### config.mk
export PLATFORM = sky130hd
export DESIGN_NAME = shiftreg_clk_sequencer_flat
export DESIGN_NICKNAME = d
export VERILOG_FILES = /design/src/rtl/shiftreg_clk_sequencer_if.sv /design/src/rtl/shiftreg_clk_sequencer.sv /design/src/flat_wrapper.sv
export SDC_FILE = /design/constraint.sdc
export NUM_CORES = 1
export LEC_CHECK = 0
export CAP_MARGIN = 0
export CELL_PAD_IN_SITES_DETAIL_PLACEMENT = 0
export CELL_PAD_IN_SITES_GLOBAL_PLACEMENT = 1
export CORE_ASPECT_RATIO = 0.9
export CORE_MARGIN = 2
export CORE_UTILIZATION = 28
export CTS_BUF_LIST = sky130_fd_sc_hd__clkbuf_16
export CTS_CLUSTER_DIAMETER = 40
export CTS_CLUSTER_SIZE = 24
export DETAILED_ROUTE_END_ITERATION = 16
export PLACE_DENSITY = 0.53
export SETUP_SLACK_MARGIN = 0.3
export SLEW_MARGIN = 20
export SYNTH_ARGS = -nofsm -noshare
export SYNTH_HDL_FRONTEND = slang
export SYNTH_SLANG_ARGS = --single-unit
### constraint.sdc
create_clock -name clk_in -period 4.3 [get_ports clk_in]
set_clock_uncertainty 0.05 [all_clocks]
set_input_delay 0.86 -clock clk_in [delete_from_list [all_inputs] [get_ports clk_in]]
set_output_delay 0.86 -clock clk_in [all_outputs]
set_load 0.005 [all_outputs]
### src/rtl/shiftreg_clk_sequencer_if.sv
// Burst request / serial-clock status bundle between the register-access
// control logic (master) and the sclk burst sequencer (slave).
interface shiftreg_clk_sequencer_if #(
    parameter int DIV_WIDTH   = 6,
    parameter int NBITS_WIDTH = 16
);
    logic                   start;
    logic                   abort;
    logic [DIV_WIDTH-1:0]   div;
    logic [NBITS_WIDTH-1:0] nbits;
    logic                   sclk;
    logic                   sclk_rise;
    logic                   sclk_fall;
    logic [NBITS_WIDTH-1:0] bit_idx;
    logic                   busy;
    logic                   done;
    logic                   aborted;

    modport master (
        output start, abort, div, nbits,
        input  sclk, sclk_rise, sclk_fall, bit_idx, busy, done, aborted
    );

    modport slave (
        input  start, abort, div, nbits,
        output sclk, sclk_rise, sclk_fall, bit_idx, busy, done, aborted
    );
endinterface

### src/rtl/shiftreg_clk_sequencer.sv
// Bounded burst of divided serial clocks (period 2**div_eff clk_in cycles)
// with rise/fall strobes, bit counter and done/aborted pulses.
//
// state    | meaning
// ---------+-------------------------------------------------------------
// S_IDLE   | no burst; sclk low; waiting for start
// S_LEAD   | sclk low for one half-period before the first rise
// S_RUN_HI | sclk high half-period
// S_RUN_LO | sclk low half-period between two bits
// S_TRAIL  | sclk low for one half-period after the last fall
// S_FINISH | one-cycle completion for a zero-length burst
module shiftreg_clk_sequencer #(
    parameter int DIV_WIDTH   = 6,
    parameter int NBITS_WIDTH = 16,
    parameter int TIMER_WIDTH = 32
) (
    input  logic                    clk_in,
    input  logic                    rst_n,
    shiftreg_clk_sequencer_if.slave bus
);

    typedef enum logic [2:0] {
        S_IDLE,
        S_LEAD,
        S_RUN_HI,
        S_RUN_LO,
        S_TRAIL,
        S_FINISH
    } state_t;

    state_t                 state_q;
    logic [TIMER_WIDTH-1:0] timer_q;
    logic [TIMER_WIDTH-1:0] half_q;
    logic [NBITS_WIDTH-1:0] nbits_q;
    logic [NBITS_WIDTH-1:0] bit_idx_q;
    logic                   sclk_q;
    logic                   rise_q;
    logic                   fall_q;
    logic                   busy_q;
    logic                   done_q;
    logic                   aborted_q;

    logic [31:0]            div_ext;
    logic [31:0]            div_eff;
    logic [63:0]            half_full;
    logic [TIMER_WIDTH-1:0] half_m1_d;
    logic [TIMER_WIDTH-1:0] timer_dec_d;
    logic [NBITS_WIDTH-1:0] idx_inc_d;
    logic                   timer_zero;

    // div=0 would need sclk to toggle every clk_in edge, which a flop cannot do.
    always_comb begin
        div_ext = 32'(bus.div);
        if (div_ext == 32'd0) begin
            div_eff = 32'd1;
        end else if (div_ext > 32'(TIMER_WIDTH)) begin
            div_eff = 32'(TIMER_WIDTH);
        end else begin
            div_eff = div_ext;
        end
        half_full   = (64'd1 << (div_eff - 32'd1)) - 64'd1;
        half_m1_d   = half_full[TIMER_WIDTH-1:0];
        timer_dec_d = timer_q - TIMER_WIDTH'(1);
        idx_inc_d   = bit_idx_q + NBITS_WIDTH'(1);
        timer_zero  = (timer_q == '0);
    end

    always_ff @(posedge clk_in or negedge rst_n) begin
        if (!rst_n) begin
            state_q   <= S_IDLE;
            timer_q   <= '0;
            half_q    <= '0;
            nbits_q   <= '0;
            bit_idx_q <= '0;
            sclk_q    <= 1'b0;
            rise_q    <= 1'b0;
            fall_q    <= 1'b0;
            busy_q    <= 1'b0;
            done_q    <= 1'b0;
            aborted_q <= 1'b0;
        end else begin
            rise_q    <= 1'b0;
            fall_q    <= 1'b0;
            done_q    <= 1'b0;
            aborted_q <= 1'b0;
            if (state_q != S_IDLE && bus.abort) begin
                state_q   <= S_IDLE;
                timer_q   <= '0;
                sclk_q    <= 1'b0;
                busy_q    <= 1'b0;
                aborted_q <= 1'b1;
            end else begin
                case (state_q)
                    S_IDLE: begin
                        if (bus.start && !bus.abort) begin
                            busy_q    <= 1'b1;
                            bit_idx_q <= '0;
                            nbits_q   <= bus.nbits;
                            half_q    <= half_m1_d;
                            timer_q   <= half_m1_d;
                            state_q   <= (bus.nbits == '0) ? S_FINISH : S_LEAD;
                        end
                    end
                    S_FINISH: begin
                        done_q  <= 1'b1;
                        busy_q  <= 1'b0;
                        timer_q <= '0;
                        state_q <= S_IDLE;
                    end
                    S_LEAD, S_RUN_LO: begin
                        if (timer_zero) begin
                            sclk_q  <= 1'b1;
                            rise_q  <= 1'b1;
                            timer_q <= half_q;
                            state_q <= S_RUN_HI;
                        end else begin
                            timer_q <= timer_dec_d;
                        end
                    end
                    S_RUN_HI: begin
                        if (timer_zero) begin
                            sclk_q    <= 1'b0;
                            fall_q    <= 1'b1;
                            bit_idx_q <= idx_inc_d;
                            timer_q   <= half_q;
                            state_q   <= (idx_inc_d == nbits_q) ? S_TRAIL : S_RUN_LO;
                        end else begin
                            timer_q <= timer_dec_d;
                        end
                    end
                    S_TRAIL: begin
                        if (timer_zero) begin
                            done_q  <= 1'b1;
                            busy_q  <= 1'b0;
                            state_q <= S_IDLE;
                        end else begin
                            timer_q <= timer_dec_d;
                        end
                    end
                    default: state_q <= S_IDLE;
                endcase
            end
        end
    end

    assign bus.sclk      = sclk_q;
    assign bus.sclk_rise = rise_q;
    assign bus.sclk_fall = fall_q;
    assign bus.bit_idx   = bit_idx_q;
    assign bus.busy      = busy_q;
    assign bus.done      = done_q;
    assign bus.aborted   = aborted_q;

endmodule

### src/flat_wrapper.sv
// flat-port wrapper written by rule: the top's interface ports become plain ports
module shiftreg_clk_sequencer_flat 
#(
    parameter int DIV_WIDTH   = 6,
    parameter int NBITS_WIDTH = 16,
    parameter int TIMER_WIDTH = 32
)
  (clk_in, rst_n, bus_start, bus_abort, bus_div, bus_nbits, bus_sclk, bus_sclk_rise, bus_sclk_fall, bus_bit_idx, bus_busy, bus_done, bus_aborted);
  shiftreg_clk_sequencer_if #(.DIV_WIDTH(DIV_WIDTH), .NBITS_WIDTH(NBITS_WIDTH)) bus_i ();
  input  logic clk_in;
  input  logic rst_n;
  input wire logic [$bits(bus_i.start)-1:0] bus_start;
  input wire logic [$bits(bus_i.abort)-1:0] bus_abort;
  input wire logic [$bits(bus_i.div)-1:0] bus_div;
  input wire logic [$bits(bus_i.nbits)-1:0] bus_nbits;
  output wire logic [$bits(bus_i.sclk)-1:0] bus_sclk;
  output wire logic [$bits(bus_i.sclk_rise)-1:0] bus_sclk_rise;
  output wire logic [$bits(bus_i.sclk_fall)-1:0] bus_sclk_fall;
  output wire logic [$bits(bus_i.bit_idx)-1:0] bus_bit_idx;
  output wire logic [$bits(bus_i.busy)-1:0] bus_busy;
  output wire logic [$bits(bus_i.done)-1:0] bus_done;
  output wire logic [$bits(bus_i.aborted)-1:0] bus_aborted;
  assign bus_i.start = bus_start;
  assign bus_i.abort = bus_abort;
  assign bus_i.div = bus_div;
  assign bus_i.nbits = bus_nbits;
  assign bus_sclk = bus_i.sclk;
  assign bus_sclk_rise = bus_i.sclk_rise;
  assign bus_sclk_fall = bus_i.sclk_fall;
  assign bus_bit_idx = bus_i.bit_idx;
  assign bus_busy = bus_i.busy;
  assign bus_done = bus_i.done;
  assign bus_aborted = bus_i.aborted;
  shiftreg_clk_sequencer #(.DIV_WIDTH(DIV_WIDTH), .NBITS_WIDTH(NBITS_WIDTH), .TIMER_WIDTH(TIMER_WIDTH)) u_core (.clk_in(clk_in), .rst_n(rst_n), .bus(bus_i));
endmodule
After elaboration in Yosys (flattened, before gate mapping)
Index checks and enable logic that the tools add are counted.

storage, ports and cells
  output and inout port bits = 22
  bits of input ports = 26
  bits in registers = 105

cells by class
  shift operators = 1
  bitwise operators = 1
  reductions and logical operators = 20
  multiplexer cells = 33
  equality and inequality tests = 13
  magnitude comparators = 1
  $add $sub $neg = 4

operator list
  cell                     count
  $mux W32                 4
  $pmux W32 S4             1
  $sub A32 B1 Y32 const B  2
  $logic_not A32 Y1        1
  $mux W16                 2
  $pmux W16 S2             1
  $shl A1 B32 Y32 const A  1
  $mux W3                  7
  $add A16 B1 Y16 const B  1
  $eq A16 B16 Y1           1
  $logic_not A16 Y1        1
  $mux W1                  12
  $mux W6                  2
  $ne A3 B1 Y1 const B     4
  $pmux W3 S4              1
  $reduce_and A3 Y1        4
  $reduce_and A4 Y1        2
  $sub A6 B1 Y7 const B    1
  $eq A3 B2 Y1 const B     2
  $eq A3 B3 Y1 const B     2
  $gt A6 B6 Y1 const B     1
  $logic_not A6 Y1         1
  $reduce_bool A3 Y1       2
  $reduce_bool A5 Y1       1
  other kinds (13)         16

Longest topological paths before layout
  depth after elaboration = 9
  gate-level depth with buffers = 20
  mapped depth without buffers = 15

Worst setup path before layout
No wires, ideal clock.

  path kind = input-to-reg
  start point = input port bus_div[4]
  end point = register u_core.timer_q[20]
  arrival time = 4.812 ns
  library setup time = 0.122 ns
  required time = 4.128 ns
  slack = -0.683 ns
  cell stages on the path = 20
  cells stage by stage = or4_1 a21oi_1 inv_1 clkbuf_1 ha_1 clkbuf_1 nor4b_1 a221o_1 clkbuf_1 nor2_1 clkbuf_1 nand4_1 ha_1 clkbuf_1 clkbuf_1 nand3_1 o31ai_1 a32oi_1 a21oi_1 a32o_1

between the ends
  word-level cells in the longest chain between the ends = 9

ends and longest elaborated chain
  what                    line                           text
  start: declaration      flat_wrapper.sv:14             input wire logic [$bits(bus_i.div)-1:0] bus_div;
  $gt A6 B6 Y1            shiftreg_clk_sequencer.sv:56   end else if (div_ext > 32'(TIMER_WIDTH)) begin
  $mux W6                 shiftreg_clk_sequencer.sv:56
  $mux W6 (*)             shiftreg_clk_sequencer.sv:54   if (div_ext == 32'd0) begin
  $sub A6 B1 Y7 (*)       shiftreg_clk_sequencer.sv:61   half_full = (64'd1 << (div_eff - 32'd1)) - 64'd1;
  $shl A1 B32 Y32 (*)     shiftreg_clk_sequencer.sv:61
  $sub A32 B1 Y32 (*)     shiftreg_clk_sequencer.sv:61
  $mux W32 (*)            shiftreg_clk_sequencer.sv:95   if (bus.start && !bus.abort) begin
  $pmux W32 S4 (*)        shiftreg_clk_sequencer.sv:93   case (state_q)
  $mux W32 (*)            shiftreg_clk_sequencer.sv:86   if (state_q != S_IDLE && bus.abort) begin
  end signal: assignment  shiftreg_clk_sequencer.sv:100  timer_q <= half_m1_d;
  end signal: assignment  shiftreg_clk_sequencer.sv:114  timer_q <= half_q;
  end signal: assignment  shiftreg_clk_sequencer.sv:117  timer_q <= timer_dec_d;
  end: declaration        shiftreg_clk_sequencer.sv:32   logic [TIMER_WIDTH-1:0] timer_q;

Mark *: on every way between the ends. The rest lies on a longest branch, timed or not. The select of a mux whose other input is x is not followed.
A chain may end at the register's enable or synchronous reset.

Worst setup path after layout
  start point = input port bus_div[2]
  end point = register u_core.timer_q[22]

Same word-level chain as after synthesis.

==> metrics.md <==
| Metric | Value |
|---|---|
| Design Area, Final | roughly 8500 um2 |
| Synthesized area | between 6000 and 7000 um2 |
| Clock sinks | 105 |
| Post-Syn Nets | 911 |
| Synth top area share | 0.377 |
| Clock Latency Late Sink | 0.37 ns |
| Status | finished clean |
| Max stage delay cell, worst path | or4_4 |
| Pint | 1.99 mW |
| H-tree Lvls | 3 |
| Hold WS | 0.430 ns |
| CTS Buffer Depth | 2 |
| RePlAce Congestion | 0.877 |
| Crit Path Category | input pin to flop |
| Worst setup SP type | input pin |
| Starting Density | 0.287 |
| Slowest stage delay, CP | 0.44 ns |
| Drt pass-1 iters | 5 |
| Clk root buf | clkbuf_16 |
| Buffers on Ports | 47 |
| Async set-reset flop share out of synthesis | 1.00 |
| Logic pwr share | 0.285 |
| Die Area | 26200 um2 |
| Relative slew slack | 0.377 |
| Leak | 3.49 nW |
| Main synth FF type | dfrtp_1 |
| Number of global-route vias before repair | just under 7k |
| Worst EP arrival | 4.08 ns |
| Pwr Density | 368 nW/um2 |
| Final min period | between 3 and 4 ns |
| Number of flops mapped to enable cells by yosys | 0 |
| Gate Count Post-Synth | 880 |
| Netlist cell types | 67 |
| DRC | 0 |
| Placed Instance Area | between 8000 and 9000 um2 |
| Worst IR Drop VDD | 166 uV |
| Mapped Avg Cell Area | 7.92 um2 |
| Initial antenna violation count | 0 |
| Drt total wl | 27.2 mm |
| Routed vias/inst | between 5 and 6 |
| Total GRT Usage | 0.212 |
| Initial DRC count | 779 |
| Remaining antenna violation count | 0 |
| CTS tree | done |
| Critical Path End Type | flop |
| Max_cap viols | 0 |
| Final Hold Viols | 0 |
| CTS Buf Count | 9 |
| Clk pwr share | 0.289 |
| Synth warn | 0 |
| Setup tns final | 0 ns |
| Site Rows | 54 |
| Fill cell count | 2610 |
| Setup violations, final | 0 |
| Area grow syn2layout | 22.6% |
| Final Max Tran Viols | 0 |
| Sw frac | 0.366 |
| Worst Path Required | 4.50 ns |
| Flop pwr share | 0.425 |
| Final worst slack | 0.415 ns |
| Routed vias | 7026 |
| Max Clk Rate | 257 MHz |
| Pre-CTS setup slack | -0.0405 ns |
| Top cell type by total area after synthesis | dfrtp_1 |
| Nets | 972 |
| Avg WL per Cell | 21.6 um |
| Clock slew at reported path FFs | around 0.070 ns |
| Register area share after synthesis | 0.377 |
| I/O Pins | 48 |
| GRT overflow | 0 |
| Die H | ~150 um |
| Most used cell, CP | ha_4 |
| Largest net degree at the start of global routing | 64 |
| Hpwl dp | 19.8 mm |
| Fraction of layout cells with a size suffix above 1 | 0.125 |
| Crit path max-delay family | compound AO/OA/AOI/OAI gates |
| Global-route wire length before repair | 42.2 mm |
| Core area | ~24000 um2 |
| Die width | 170 um |
| RSZ-0062 raised after global routing | no |
| Largest cells by area after synthesis | dfrtp_1 38%, nand2_1 8.2%, o21ai_0 7.3% |
| Pin slew with the least headroom to its limit | around 0.93 ns |
| Worst path bufs/invs | 3 |
| Hold crit path type | flop to flop |
| Sw power | 1.15 mW |
| #FFs+latches synth | roughly 110 |
| Crit-path cells | clkdlybuf4s50_1 > or4_4 > a21oi_4 > inv_2 > ha_4 > nor4b_4 > a221o_1 > nor2_4 > nand4_1 > ha_4 > buf_4 > a21oi_1 > a211oi_1 > nor2_1 > o21ai_0 > a32o_1 |
| Period utilisation layout | 0.903 |
| CP max FO | 7 |
synthesized netlist by cell type, types with 3 or more instances:
cell / number
nand2_1: 153
dfrtp_1: 105
o21ai_0: 102
nor2_1: 81
clkbuf_1: 52
a21oi_1: 42
xnor2_1: 26
nand3_1: 25
nor3_1: 19
nor4_1: 17
nand4_1: 15
o211ai_1: 15
o31ai_1: 15
xor2_1: 15
a31oi_1: 12
or3_1: 12
inv_1: 10
a211oi_1: 9
and2_1: 8
and3_1: 8
nand2b_1: 8
nor2b_1: 8
a22o_1: 7
o2bb2ai_1: 7
a32o_1: 6
or4_1: 6
and4_1: 5
buf_2: 5
ha_1: 5
or2_2: 5
a21o_1: 4
a221o_1: 4
a221oi_1: 4
a22oi_1: 4
mux2i_1: 4
o2111ai_1: 4
o22ai_1: 4
o41ai_1: 4
o211a_1: 3
o21a_1: 3
or4_4: 3
worst paths after layout:
path	cells past startpoint	slack (ns)	from	to
min in group asynchronous	1	0.55	rst_n	u_core.bus.sclk_rise
max	16	0.42	bus_div[2]	u_core.timer_q[22]
max in group asynchronous	2	2.90	rst_n	u_core.timer_q[6]
max reg2reg	10	0.58	u_core.timer_q[0]	u_core.timer_q[28]
min reg2reg	2	0.43	u_core.half_q[30]	u_core.half_q[30]
min	2	0.43	u_core.half_q[30]	u_core.half_q[30]
routing by layer:
layer | vias to the layer above | routed length [um] | global-route usage
met5 | - | 0 | 0
met4 | 0 | 346 | 0.0423
met3 | 26 | 2070 | 0.0566
met2 | 234 | 11200 | 0.294
met1 | 3451 | 13500 | 0.324
li1 | 3315 | - | -
cells by family (layout without fill, tap and decap cells):
logic type / after synthesis / count (layout) / share of synthesized area
fa+ha+maj: 5 / 5 / 0.00898
other cells: 0 / 1 / 0
mux: 6 / 6 / 0.00898
flops: 105 / 105 / 0.377
compound gates: 268 / 268 / 0.250
xor+xnor: 41 / 41 / 0.0515
buf+inv: 72 / 138 / 0.0418
simple gates: 383 / 383 / 0.262
worst reg2reg max path, stage by stage (launching register included):
cell,delay [ns]
dfrtp_1,0.40
inv_1,0.14
ha_1,0.23
or4b_2,0.63
or3_1,0.42
or3_1,0.61
nor2_1,0.45
buf_4,0.22
a211o_1,0.12
nand4_1,0.15
o21ai_0,0.21
what timing repair did:
action | in CTS | in global routing
gates resized for setup | 0 | 12
setup endpoints to repair | 0 | 13
setup buffers | 0 | 5
hold buffers | 0 | 0
flip-flops by register name (all words and copies together), names as in the netlist:
| name | flops |
|---|---|
| u_core.bus.bit_idx | 16 |
| u_core.bus.aborted | 1 |
| u_core.half_q | 32 |
| u_core.timer_q | 32 |
| u_core.bus.sclk_fall | 1 |
| u_core.bus.done | 1 |
| u_core.state_q | 3 |
| u_core.bus.sclk_rise | 1 |
| u_core.bus.sclk | 1 |
| u_core.bus.busy | 1 |
| u_core.nbits_q | 16 |
power groups by stage:
| stage | combinational [mW] | clock (mW) | sequential [mW] |
|---|---|---|---|
| after floorplan | 0.586 | 0 | 1.28 |
| after global placement | 0.875 | 0 | 1.35 |
| after detailed placement | 0.878 | 0 | 1.35 |
| after CTS | 0.882 | 0.938 | 1.33 |
| after global routing | 0.991 | 0.974 | 1.36 |
| final | 0.896 | 0.909 | 1.34 |
final cells by class:
class / count / area [um2] / area share
clock inverters: 7 / 83.8 / 0.00981
multi-input cells: 703 / 4190 / 0.490
well taps: 308 / 385 / 0.0451
clock buffers: 9 / 225 / 0.0264
repair buffers: 111 / 996 / 0.117
flip-flops and latches: 105 / 2630 / 0.307
inverters: 11 / 41.3 / 0.00483
diodes: 1 / 2.50 / 0.000293
through the flow:
step / total power [mW] / cells / utilization
CTS: 3.15 / 1249 / 0.348
detailed placement: 2.23 / 1233 / 0.335
floorplan: 1.87 / 880 / -
global route: 3.33 / 1254 / 0.351
finish: 3.14 / 1255 / 0.351
global placement: 2.22 / 1233 / 0.335
placed cells by master (no fill, tap or decap), drive strengths merged, types with 5 or more instances in the layout:
cell type,Yosys,layout
or3,12,12
or2,5,5
o21ai,102,102
a32o,6,6
nand3,25,25
xnor2,26,26
buf,9,65
o211ai,15,15
nor2,81,81
nand4,15,15
a31oi,12,12
inv,10,14
or4,9,9
o31ai,16,16
and4,5,5
ha,5,5
clkdlybuf4s50,0,42
and2,9,9
nand2,153,153
a21oi,42,42
dfrtp,105,105
o2bb2ai,7,7
nor2b,8,8
nand2b,8,8
xor2,15,15
a22o,7,7
nor4,19,19
o41ai,6,6
and3,8,8
clkbuf,52,9
a211oi,9,9
nor3,19,19
No activity file was read; power rests on OpenSTA's default activity.
